File: config.mk
export PLATFORM = sky130hd
export DESIGN_NAME = trace_recorder
export DESIGN_NICKNAME = d
export VERILOG_FILES = /design/src/rtl/trace_recorder.sv
export SDC_FILE = /design/constraint.sdc
export NUM_CORES = 2
export LEC_CHECK = 0
export ABC_AREA = 1
export BUFFER_PORTS_ARGS = -buffer_cell sky130_fd_sc_hd__buf_4
export CAP_MARGIN = 25
export CORE_MARGIN = 2
export CORE_UTILIZATION = 39
export CTS_CLUSTER_DIAMETER = 100
export DETAILED_ROUTE_END_ITERATION = 12
export GPL_TIMING_DRIVEN = 1
export PLACE_DENSITY = 0.57
export SYNTH_ARGS = -nofsm -noshare
export SYNTH_HDL_FRONTEND = slang
export SYNTH_SLANG_ARGS = --single-unit
export TNS_END_PERCENT = 5
File: constraint.sdc
create_clock -name clk -period 8.9 [get_ports clk]
set_input_delay 1.78 -clock clk [delete_from_list [all_inputs] [get_ports clk]]
set_output_delay 1.78 -clock clk [all_outputs]
set_load 0.01 [all_outputs]
File: src/rtl/trace_recorder.sv
// ----------------------------------------------------------------------------
// trace_recorder: per-bird circular history of sampled positions plus a
// registered per-pixel hit test that drives the trace bitmap renderer.
// Revision: 1.0
// ----------------------------------------------------------------------------
`default_nettype none

module trace_recorder #(
  parameter int DEPTH         = 8,
  parameter int SAMPLE_FRAMES = 4,
  parameter int SPRITE_SIZE   = 32
) (
  input  logic        clk,
  input  logic        reset,
  input  logic        startOfFrame,
  input  logic [10:0] pixelX,
  input  logic [10:0] pixelY,
  input  logic        traceEnable,
  input  logic [10:0] bird1X,
  input  logic [10:0] bird1Y,
  input  logic        bird1Flying,
  input  logic        bird1Launch,
  input  logic [10:0] bird2X,
  input  logic [10:0] bird2Y,
  input  logic        bird2Flying,
  input  logic        bird2Launch,
  output logic [10:0] offsetX1,
  output logic [10:0] offsetY1,
  output logic        InsideRectangle1,
  output logic        trace1,
  output logic [10:0] offsetX2,
  output logic [10:0] offsetY2,
  output logic        InsideRectangle2,
  output logic        trace2
);

  localparam int AW = (DEPTH > 1) ? $clog2(DEPTH) : 1;
  localparam int CW = $clog2(DEPTH + 1);
  localparam logic [5:0]    LAST_FRAME = 6'(SAMPLE_FRAMES - 1);
  localparam logic [CW-1:0] FULL       = CW'(DEPTH);
  localparam logic [10:0]   SPRITE     = 11'(SPRITE_SIZE);

  logic [10:0] bird_x      [2];
  logic [10:0] bird_y      [2];
  logic        bird_fly    [2];
  logic        bird_launch [2];

  assign bird_x[0]      = bird1X;
  assign bird_y[0]      = bird1Y;
  assign bird_fly[0]    = bird1Flying;
  assign bird_launch[0] = bird1Launch;
  assign bird_x[1]      = bird2X;
  assign bird_y[1]      = bird2Y;
  assign bird_fly[1]    = bird2Flying;
  assign bird_launch[1] = bird2Launch;

  for (genvar b = 0; b < 2; b++) begin : g_bird
    logic [10:0]   mem_x [DEPTH];
    logic [10:0]   mem_y [DEPTH];
    logic [AW-1:0] wr_ptr;
    logic [CW-1:0] count;
    logic [5:0]    frame_cnt;
    logic          sample;

    logic          hit;
    logic [10:0]   hit_dx;
    logic [10:0]   hit_dy;
    logic [AW-1:0] idx;
    logic [11:0]   dx;
    logic [11:0]   dy;

    logic [10:0]   off_x_q;
    logic [10:0]   off_y_q;
    logic          inside_q;
    logic          trace_q;

    // Launch outranks a coincident sampling frame pulse.
    assign sample = startOfFrame && bird_fly[b] && !bird_launch[b] &&
                    (frame_cnt == LAST_FRAME);

    always_ff @(posedge clk or posedge reset) begin
      if (reset) begin
        wr_ptr    <= '0;
        count     <= '0;
        frame_cnt <= '0;
      end else if (bird_launch[b]) begin
        wr_ptr    <= '0;
        count     <= '0;
        frame_cnt <= '0;
      end else if (startOfFrame && bird_fly[b]) begin
        if (frame_cnt == LAST_FRAME) begin
          frame_cnt <= '0;
          wr_ptr    <= wr_ptr + AW'(1);
          if (count != FULL) count <= count + CW'(1);
        end else begin
          frame_cnt <= frame_cnt + 6'd1;
        end
      end
    end

    // Point storage is gated by count, so it needs no reset.
    always_ff @(posedge clk) begin
      if (sample) begin
        mem_x[wr_ptr] <= bird_x[b];
        mem_y[wr_ptr] <= bird_y[b];
      end
    end

    // Walk from oldest to newest so the newest valid hit is the last to land.
    always_comb begin
      hit    = 1'b0;
      hit_dx = '0;
      hit_dy = '0;
      idx    = '0;
      dx     = '0;
      dy     = '0;
      for (int k = DEPTH - 1; k >= 0; k--) begin
        idx = wr_ptr - AW'(k + 1);
        dx  = {1'b0, pixelX} - {1'b0, mem_x[idx]};
        dy  = {1'b0, pixelY} - {1'b0, mem_y[idx]};
        if ((CW'(k) < count) && !dx[11] && !dy[11] &&
            (dx[10:0] < SPRITE) && (dy[10:0] < SPRITE)) begin
          hit    = 1'b1;
          hit_dx = dx[10:0];
          hit_dy = dy[10:0];
        end
      end
    end

    always_ff @(posedge clk or posedge reset) begin
      if (reset) begin
        off_x_q  <= '0;
        off_y_q  <= '0;
        inside_q <= 1'b0;
        trace_q  <= 1'b0;
      end else begin
        off_x_q  <= hit_dx;
        off_y_q  <= hit_dy;
        inside_q <= hit;
        trace_q  <= traceEnable && (count != '0);
      end
    end
  end

  assign offsetX1         = g_bird[0].off_x_q;
  assign offsetY1         = g_bird[0].off_y_q;
  assign InsideRectangle1 = g_bird[0].inside_q;
  assign trace1           = g_bird[0].trace_q;
  assign offsetX2         = g_bird[1].off_x_q;
  assign offsetY2         = g_bird[1].off_y_q;
  assign InsideRectangle2 = g_bird[1].inside_q;
  assign trace2           = g_bird[1].trace_q;

endmodule

`default_nettype wire

==> out/results.ini <==
[status]
status = finished clean

[clock_tree]
clockRootBuffer = clkbuf_16
clock_latency_ns = 0.67
cts.sinks = 426
ctsResizeCount = 0
cts_max_level = 2
cts_made_buffers = 53
clk_pin_slew_worst_paths_ns = 0.06
cts_setup_buffers = 0
clockBufferDepth = 3
tritoncts = yes
cts_hold_buf = 0

[global_route]
grt_usage_pct = 31.3
grt_antenna_before_repair = 12
grt_pass1_wl_um = 262000
grt_max_degree = 246
use_met1_pct = 46.8
grt_util_met2_pct = 44.1
overflow = 0
use_met3_pct = 7.71
grt_busiest_layer = met1
grt_pass1_vias = 38300

[timing]
maxSlewViolCount = 0
period_share_pct = 76.2
timing.fmax_ghz = 0.147
hold_viol_final = 0
whs_ns = 0.503
relSlewSlack_pct = 15.4
worst_slack_ns = 2.12
setup_viol = 0
clock_skew_ns = 0.0305
rsz0062_at_grt = no
finalCriticalPeriod_ns = 6.78
worst_slew_pin_slew_ns = 1.26
tns_ns = 0

[routing]
totalWireLength_um = 185000
via_per_inst = 5.47
drt_first_pass_iters = 8
antenna_left = 0
vias = 44100
drt_iter0_drc = 5587
wl_per_cell_um = 23.0
route.detailed.drc = 0

[synth]
yosys.area.top_type = edfxtp_1
ys_warn_count = 0
synth.top_cell.area_share_pct = 24.2
avgSynthCellArea_um2 = 6.72
syn_inst = 6489
ys.flop_type = edfxtp_1
synth_seq_cells = 426
synth.distinct_cells = 57
synthesis.area_mm2 = 0.0436
synth.area.top_cells = edfxtp_1 (24%), nand2_1 (20%), ha_1 (11%)
async_reset_ff_share_pct = 17.4
synth_edf_count = 352
synth-seq-area-share_pct = 28.5

[layout]
final_util_pct = 43.4
area_growth_pct = 10.2
mostFrequentLayoutCells = nand2_1 (2294), o21ai_0 (839), inv_1 (786)
multi_input_area_mm2 = 0.0274
layout-drive-gt1-share_pct = 6.01
final_common_cell = nand2_1
fill_cells = 11500
area.sequential_mm2 = 0.0124
fin_nets = 6995

[power_and_ir_drop]
p_clk_share_pct = 40.8
internal_power_w = 0.00390
irDropWorstVdd_uv = 177
p_per_area_mw_per_mm2 = 118
switching_power_w = 0.00175
p_leak_nw = 23.3
combPwrFrac_pct = 20.4
power_w = 0.00565
p_seq_share_pct = 38.8
p_sw_share_pct = 30.9

[worst_setup_path]
cp-end-kind = register
crit_path_max_fanout = 45
worstPathArrival_ns = 7.33
max_stage_delay_ns = 0.59
start_kind = register
crit_top_cell = nand2_1
critical_path_required_ns = 9.45
regToRegSetupSlack_ns = 2.12
cpMaxStageDelayCell = o21ai_0
criticalPathCategory = register to register

[floorplan]
num_rows = 122
die_h_um = 338
die-area_mm2 = 0.115
die_w_um = 338
core_mm2 = 0.111
initial_core_util_pct = 39.4
ioPinCount = 122

[run]
max_cap_violations = 0

[placed_design]
io_buffers = 121
place_congestion = 1.02
post-dp-hpwl_um = 145000
dp_slack_ns = 2.42

[min_path]
min_path_type = register to register

-- worst max-delay path, delay by kind of cell (launching register included) --
| family | cells | cell delay (ns) |
|---|---|---|
| AOI/OAI and AO/OA | 5 | 1.35 |
| xor gates and xnor gates | 2 | 0.30 |
| adders and majority gates | 2 | 0.85 |
| buffers and inverters | 5 | 2.35 |
| DFF | 1 | 0.58 |
| and+or+nand+nor | 11 | 1.23 |
-- layout make-up --
type | count | area share, %
multi-input combinational | 5046 | 57.1
sequential | 426 | 25.9
inverter | 810 | 6.33
tap | 1488 | 3.87
clock buffer | 62 | 3.01
timing repair buffer | 180 | 2.95
clock inverter | 37 | 0.872
antenna | 4 | 0.0208
-- routing by layer --
layer | routed length, µm | part of all wire, % | vias to the layer above
met3 | 20500 | 11 | 226
met5 | 13 | 0.0070 | -
met4 | 5450 | 2.9 | 2
met2 | 73800 | 40 | 1980
li1 | - | - | 21300
met1 | 85600 | 46 | 20500
-- power groups by stage --
stage	clock network, W	logic (W)	registers [W]
6_report	0.00230	0.00115	0.00219
5_1_grt	0.00241	0.00127	0.00219
4_1_cts	0.00234	0.00113	0.00219
3_5_place_dp	0	0.00112	0.00223
3_3_place_gp	0	0.00113	0.00223
2_1_floorplan	0	0.000722	0.00223
-- path summary, 6_finish.rpt --
check,from,endpoint,cells after the start
max in group asynchronous,reset,g_bird[1].wr_ptr[0]$_DFFE_PP0P_,3
hold / removal,g_bird[1].frame_cnt[5]$_DFFE_PP0P_,g_bird[1].frame_cnt[5]$_DFFE_PP0P_,1
setup / recovery,g_bird[1].wr_ptr[0]$_DFFE_PP0P_,offsetY2[4]$_DFF_PP0_,25
setup reg to reg,g_bird[1].wr_ptr[0]$_DFFE_PP0P_,offsetY2[4]$_DFF_PP0_,25
hold reg to reg,g_bird[1].frame_cnt[5]$_DFFE_PP0P_,g_bird[1].frame_cnt[5]$_DFFE_PP0P_,1
min in group asynchronous,reset,offsetY2[7]$_DFF_PP0_,2
-- per-stage QoR --
step | instances | cell area (µm²)
2_1_floorplan | 6512 | 43700
3_3_place_gp | 7933 | 46000
3_5_place_dp | 7937 | 46100
4_1_cts | 8036 | 48000
5_1_grt | 8049 | 48100
6_report | 8053 | 48100
-- Yosys cell counts (8+ instances only) --
| cell type | count |
|---|---|
| nand2_1 | 2294 |
| o21ai_0 | 839 |
| inv_1 | 787 |
| ha_1 | 372 |
| edfxtp_1 | 352 |
| nand3_1 | 294 |
| nor2_1 | 259 |
| a21oi_1 | 239 |
| clkbuf_1 | 176 |
| xor2_1 | 134 |
| nand4_1 | 112 |
| mux2i_1 | 84 |
| dfrtp_1 | 74 |
| xnor2_1 | 65 |
| buf_1 | 37 |
| o21bai_1 | 33 |
| fa_1 | 32 |
| nor3_1 | 31 |
| o21ai_1 | 29 |
| a21o_1 | 23 |
| a31oi_1 | 20 |
| nand3b_1 | 19 |
| or2_2 | 15 |
| a21oi_2 | 14 |
| inv_2 | 14 |
| nand3_2 | 13 |
| buf_2 | 9 |
| clkinv_1 | 9 |
| nor2_2 | 9 |
| o211ai_1 | 9 |
| o21ai_2 | 9 |
| nor2_4 | 8 |
| o2111ai_1 | 8 |
| or2_1 | 8 |
-- state kept, by name, indices dropped and copies added, names as in the netlist, 6 cells and up --
register / cells
g_bird.count: 8
g_bird.wr_ptr: 6
g_bird.mem_y: 176
offsetY2: 11
offsetX1: 11
g_bird.frame_cnt: 12
g_bird.mem_x: 176
offsetX2: 11
offsetY1: 11
-- cells by family after synthesis --
| family | share of synthesized area, % |
|---|---|
| flops | 28.5 |
| compound gates | 15.3 |
| simple gates | 29.1 |
| mux | 1.93 |
| xor+xnor | 4.03 |
| other cells | 0.00860 |
| buf+inv | 9.10 |
| fa+ha+maj | 12.1 |
Power figures use the tool's default switching activity.
